<file path="config.mk">
export PLATFORM = sky130hd
export DESIGN_NAME = chamber_ctrl
export DESIGN_NICKNAME = d
export VERILOG_FILES = /design/src/rtl/chamber_ctrl.sv
export SDC_FILE = /design/constraint.sdc
export NUM_CORES = 1
export LEC_CHECK = 0
export BUFFER_PORTS_ARGS = -buffer_cell sky130_fd_sc_hd__buf_2
export CORE_AREA = 2 2 74 76
export DETAILED_ROUTE_END_ITERATION = 16
export DIE_AREA = 0 0 76 78
export SYNTH_ARGS = -nofsm -noshare
export SYNTH_HDL_FRONTEND = slang
export SYNTH_SLANG_ARGS = --single-unit
</file>
<file path="constraint.sdc">
create_clock -name clk -period 3.1 [get_ports clk]
set_input_delay 0.31 -clock clk [delete_from_list [all_inputs] [get_ports clk]]
set_output_delay 0.31 -clock clk [all_outputs]
set_load 0.005 [all_outputs]
</file>
<file path="src/rtl/chamber_ctrl.sv">
// Lock-chamber level controller: tracks a discrete water level filled/drained in
// tick-paced steps, supports reversal and hold, and decodes gate permits from state.
module chamber_ctrl #(
    parameter int LEVELS     = 4,
    parameter int FILL_STEP  = 7,
    parameter int DRAIN_STEP = 8,
    parameter int LVL_W      = 8,
    parameter int STEP_W     = 8
) (
    input  logic             clk,
    input  logic             rst,
    input  logic             tick,
    input  logic             fill,
    input  logic             empty,
    input  logic             hold,
    output logic [1:0]       state,
    output logic [LVL_W-1:0] level,
    output logic             status,
    output logic             busy,
    output logic             done,
    output logic             low_gate_ok,
    output logic             high_gate_ok
);

    typedef enum logic [1:0] {
        EMPT = 2'b00,
        FING = 2'b01,
        FULL = 2'b10,
        EING = 2'b11
    } state_t;

    localparam logic [LVL_W-1:0]  LVL_ONE    = LVL_W'(1);
    localparam logic [LVL_W-1:0]  LVL_TOP    = LVL_W'(LEVELS - 1);
    localparam logic [STEP_W-1:0] STEP_ONE   = STEP_W'(1);
    localparam logic [STEP_W-1:0] FILL_LAST  = STEP_W'(FILL_STEP - 1);
    localparam logic [STEP_W-1:0] DRAIN_LAST = STEP_W'(DRAIN_STEP - 1);

    state_t            st;
    logic [STEP_W-1:0] step;
    logic              adv;

    assign adv = tick & ~hold;

    // Reversal is checked before the tick so it wins even while hold is high,
    // and always discards the partial step.
    always_ff @(posedge clk) begin
        if (rst) begin
            st    <= EMPT;
            level <= '0;
            step  <= '0;
            done  <= 1'b0;
        end else begin
            done <= 1'b0;
            case (st)
                EMPT: begin
                    if (fill && !empty) begin
                        st   <= FING;
                        step <= '0;
                    end
                end
                FING: begin
                    if (empty && !fill) begin
                        st   <= EING;
                        step <= '0;
                    end else if (adv) begin
                        if (step == FILL_LAST) begin
                            step  <= '0;
                            level <= level + LVL_ONE;
                            if (level == LVL_TOP) begin
                                st   <= FULL;
                                done <= 1'b1;
                            end
                        end else begin
                            step <= step + STEP_ONE;
                        end
                    end
                end
                FULL: begin
                    if (empty && !fill) begin
                        st   <= EING;
                        step <= '0;
                    end
                end
                EING: begin
                    if (fill && !empty) begin
                        st   <= FING;
                        step <= '0;
                    end else if (adv) begin
                        if (step == DRAIN_LAST) begin
                            step  <= '0;
                            level <= level - LVL_ONE;
                            if (level == LVL_ONE) begin
                                st   <= EMPT;
                                done <= 1'b1;
                            end
                        end else begin
                            step <= step + STEP_ONE;
                        end
                    end
                end
                default: begin
                    st    <= EMPT;
                    level <= '0;
                    step  <= '0;
                end
            endcase
        end
    end

    assign state        = st;
    assign status       = (st == FULL);
    assign busy         = (st == FING) || (st == EING);
    assign low_gate_ok  = (st == EMPT);
    assign high_gate_ok = (st == FULL);

endmodule

</file>
==> impl_metrics.xml <==
<?xml version="1.0" encoding="UTF-8"?>
<metrics>
  <group name="yosys">
    <metric name="ys_seq_elements" unit="">19</metric>
    <metric name="cells_after_synth" unit="">169</metric>
    <metric name="synth_sequential_area_ratio" unit="%">27.2</metric>
    <metric name="synth.net_count" unit="">185</metric>
    <metric name="post_synth.cell_area_avg" unit="µm²">8.28</metric>
    <metric name="distinct_cell_type_count_of_the_synthesized_netlist" unit="">49</metric>
    <metric name="yosys-top-cells-area" unit="">sky130_fd_sc_hd__dfxtp_1 27%, sky130_fd_sc_hd__ha_1 8.9%, sky130_fd_sc_hd__nand2_1 4.3%</metric>
    <metric name="synthesis.area" unit="µm²">1400</metric>
    <metric name="synth_top_flop_cell" unit="">sky130_fd_sc_hd__dfxtp_1</metric>
    <metric name="yosysWarningCount" unit="">0</metric>
    <metric name="share_of_yosys_cell_area_claimed_by_the_top_area_cell_type" unit="%">27.2</metric>
    <metric name="synth_largest_area_cell" unit="">sky130_fd_sc_hd__dfxtp_1</metric>
    <metric name="synth-edff-count" unit="">0</metric>
    <metric name="ys_async_sr_fraction" unit="%">0</metric>
  </group>
  <group name="setup_path">
    <metric name="crit_path_class" unit="">reg -&gt; reg</metric>
    <metric name="critical_path_peak_fanout" unit="">12</metric>
    <metric name="timing.critical_path.cells" unit="">ha_1 -&gt; nor2_1 -&gt; a2111oi_4 -&gt; nand3_4 -&gt; or3_1 -&gt; a21oi_1</metric>
    <metric name="crit_required" unit="ps">3290</metric>
    <metric name="worstSetupStartpointType" unit="">register</metric>
    <metric name="cpPeakStageDelay" unit="ps">440</metric>
    <metric name="critPathArrivalTime" unit="ps">2400</metric>
    <metric name="worst_path_max_delay_cell" unit="">sky130_fd_sc_hd__ha_1</metric>
    <metric name="crit_path_end_kind" unit="">register</metric>
  </group>
  <group name="cts">
    <metric name="cts.root.buffer_cell" unit="">sky130_fd_sc_hd__clkbuf_8</metric>
    <metric name="ctsResizeCount" unit="">0</metric>
    <metric name="cts_htree_levels" unit="">1</metric>
    <metric name="tritoncts_num_sinks" unit="">19</metric>
    <metric name="cts_setup_buffers" unit="">0</metric>
    <metric name="cts_tree" unit="">built</metric>
    <metric name="clk_latency" unit="ps">270</metric>
    <metric name="cts_buffer_depth" unit="">2</metric>
    <metric name="clkSlewWorstSetupHoldPaths" unit="ps">80</metric>
    <metric name="cts.hold.buffers_added" unit="">0</metric>
    <metric name="cts-buffers-inserted" unit="">3</metric>
  </group>
  <group name="global_routing">
    <metric name="via_count_of_the_first_global_routing_pass" unit="">1256</metric>
    <metric name="grt_antenna_before_repair" unit="">0</metric>
    <metric name="gr-total-overflow" unit="">0</metric>
    <metric name="grt_pass1_wl" unit="µm">5820</metric>
    <metric name="grtUsageTotal" unit="%">11.7</metric>
    <metric name="grt_max_degree" unit="">22</metric>
  </group>
  <group name="sta">
    <metric name="worstMarginPinSlew" unit="ps">823</metric>
    <metric name="slew_headroom" unit="%">45.1</metric>
    <metric name="worst_clock_skew" unit="ps">8.84</metric>
    <metric name="rsz0062_at_grt" unit="">false</metric>
    <metric name="final_min_period_over_clock_period" unit="%">71.2</metric>
    <metric name="hold_ws" unit="ps">376</metric>
    <metric name="slew_violations" unit="">0</metric>
    <metric name="final.setup.worst_slack" unit="ps">891</metric>
    <metric name="final.min_clock_period" unit="ps">2210</metric>
    <metric name="final-setup-viol-count" unit="">0</metric>
    <metric name="finalHoldViolations" unit="">0</metric>
    <metric name="fin_setup_tns" unit="ps">0</metric>
    <metric name="fmax" unit="MHz">453</metric>
  </group>
  <group name="floorplanning">
    <metric name="std_cell_rows" unit="">26</metric>
    <metric name="initial_utilization" unit="%">27.8</metric>
    <metric name="design.die.area" unit="µm²">5930</metric>
    <metric name="fp.coreArea" unit="µm²">5040</metric>
    <metric name="floorplan.die.width" unit="µm">76</metric>
    <metric name="fp.dieH" unit="µm">78</metric>
    <metric name="io_pins" unit="">21</metric>
  </group>
  <group name="route">
    <metric name="wl_met3" unit="µm">60</metric>
    <metric name="totalWireLength" unit="µm">3210</metric>
    <metric name="route.top_layer_used" unit="">met4</metric>
    <metric name="wl_per_cell" unit="µm">12.6</metric>
    <metric name="drtPass1Iterations" unit="">4</metric>
    <metric name="detailroute.wirelength.met2" unit="µm">1400</metric>
    <metric name="final_antenna_net_count" unit="">0</metric>
    <metric name="detailed_route_via_count" unit="">1228</metric>
    <metric name="vias_per_cell" unit="">4.82</metric>
    <metric name="post-route-drc-count" unit="">0</metric>
    <metric name="dr.first_iter.drc_count" unit="">89</metric>
    <metric name="route.layer.met1.wl" unit="µm">1690</metric>
  </group>
  <group name="placement">
    <metric name="placement.io_buffers" unit="">20</metric>
    <metric name="preCtsSetupSlack" unit="ps">905</metric>
    <metric name="finalWeightedCongestion" unit="">0.791</metric>
    <metric name="estimated_wirelength_of_the_detail_placed_design" unit="µm">2420</metric>
    <metric name="placedCellCount" unit="">251</metric>
  </group>
  <group name="final_layout">
    <metric name="antenna_cells" unit="">0</metric>
    <metric name="finish.net_count" unit="">202</metric>
    <metric name="drive_gt1_share" unit="%">18.4</metric>
    <metric name="final_cells" unit="">255</metric>
    <metric name="flow.area_growth_from_synthesis" unit="%">13.3</metric>
    <metric name="final_core_utilization" unit="%">31.5</metric>
  </group>
  <group name="hold_path">
    <metric name="hold_class" unit="">in -&gt; reg</metric>
  </group>
  <group name="power">
    <metric name="power.density_cell_area" unit="nW/µm²">506</metric>
    <metric name="leakage" unit="µW">0.000608</metric>
    <metric name="vdd_ir_drop_max" unit="mV">0.272</metric>
  </group>
  <group name="flow_run">
    <metric name="maxCapViolations" unit="">0</metric>
  </group>
  <group name="status">
    <metric name="run_status" unit="">completed</metric>
  </group>
</metrics>
[stage by stage]
stage	power (µW)	instance area, µm²
after CTS	812	1590
after detailed placement	632	1540
after floorplan	532	1400
final	802	1590
after global routing	863	1590
after global placement	630	1540
[metal layers]
| metal | up-vias | track usage (%) |
|---|---|---|
| li1 | 654 | - |
| met1 | 559 | 15.6 |
| met2 | 10 | 19.1 |
| met3 | 5 | 1.86 |
| met4 | 0 | 4.36 |
| met5 | - | 0 |
[final timing paths]
path            start  endpoint  slack (ps)  cells past startpoint
min reg2reg   step[0]   step[0]         500                      2
max          state[1]  level[4]         890                      6
max reg2reg  state[1]  level[4]         890                      6
min              hold      done         380                      3
[layout make-up]
| class | instances | area (µm²) |
|---|---|---|
| Timing Repair Buffer | 21 | 108 |
| Clock buffer | 3 | 41.3 |
| Sequential cell | 19 | 380 |
| Clock inverter | 1 | 5.00 |
| Tap cell | 70 | 87.6 |
| Multi-Input combinational cell | 129 | 920 |
| Fill cell | 538 | 3460 |
| Inverter | 12 | 45.0 |
[cell families (layout without fill, tap and decap cells)]
group / after synthesis / after routing / synth area share, %
AO/OA/AOI/OAI: 37 / 37 / 21.4
XOR/XNOR: 5 / 5 / 3.13
adder cells (fa/ha/maj): 10 / 10 / 8.94
buffers and inverters: 21 / 37 / 7.15
flip-flops: 19 / 19 / 27.2
multiplexers: 2 / 2 / 1.52
AND/OR/NAND/NOR: 75 / 75 / 30.7
[cells in the final DEF, fill, tap and decap left out, types with 2 or more instances in the layout]
master,n
sky130_fd_sc_hd__buf_2,20
sky130_fd_sc_hd__ha_1,10
sky130_fd_sc_hd__nand3b_1,4
sky130_fd_sc_hd__xor2_1,4
sky130_fd_sc_hd__and3_1,2
sky130_fd_sc_hd__nand3_1,6
sky130_fd_sc_hd__o21ai_0,4
sky130_fd_sc_hd__dfxtp_1,19
sky130_fd_sc_hd__o32ai_1,4
sky130_fd_sc_hd__o2111ai_1,3
sky130_fd_sc_hd__nor4_1,5
sky130_fd_sc_hd__inv_1,12
sky130_fd_sc_hd__nor3_1,4
sky130_fd_sc_hd__a31oi_1,4
sky130_fd_sc_hd__nand2_1,16
sky130_fd_sc_hd__nand2b_1,2
sky130_fd_sc_hd__nand4b_1,5
sky130_fd_sc_hd__a21oi_1,10
sky130_fd_sc_hd__or3_1,5
sky130_fd_sc_hd__clkbuf_8,3
sky130_fd_sc_hd__nor2_1,15
[synthesized netlist by cell type (2+ instances only)]
cell type,n
sky130_fd_sc_hd__o2111ai_1,3
sky130_fd_sc_hd__dlygate4sd1_1,2
sky130_fd_sc_hd__inv_1,12
sky130_fd_sc_hd__a31oi_1,4
sky130_fd_sc_hd__nand4b_1,5
sky130_fd_sc_hd__nand3b_1,4
sky130_fd_sc_hd__nor2_1,15
sky130_fd_sc_hd__clkbuf_2,3
sky130_fd_sc_hd__nor3_1,4
sky130_fd_sc_hd__a21oi_1,10
sky130_fd_sc_hd__nand3_1,6
sky130_fd_sc_hd__xor2_1,4
sky130_fd_sc_hd__or3_1,5
sky130_fd_sc_hd__o21ai_0,4
sky130_fd_sc_hd__dfxtp_1,19
sky130_fd_sc_hd__ha_1,10
sky130_fd_sc_hd__nand2_1,16
sky130_fd_sc_hd__nand2b_1,2
sky130_fd_sc_hd__buf_2,3
sky130_fd_sc_hd__nor4_1,5
sky130_fd_sc_hd__and3_1,2
sky130_fd_sc_hd__o32ai_1,4
[registers in the layout (all words and copies together), names as in the netlist]
name   cells
level      8
done       1
step       8
state      2
[power by group]
part / total, µW / internal (µW) / switching [µW]
Clock: 178 / 89.6 / 88.8
Sequential: 280 / 261 / 19.5
Combinational: 343 / 141 / 202
[critical path: cells and delay by family, from the launching register on]
kind | cells | cell delay (ps)
adder cells (fa/ha/maj) | 1 | 440
AO/OA/AOI/OAI | 2 | 580
AND/OR/NAND/NOR | 3 | 720
flip-flops | 1 | 390
Power figures use the tool's default switching activity.
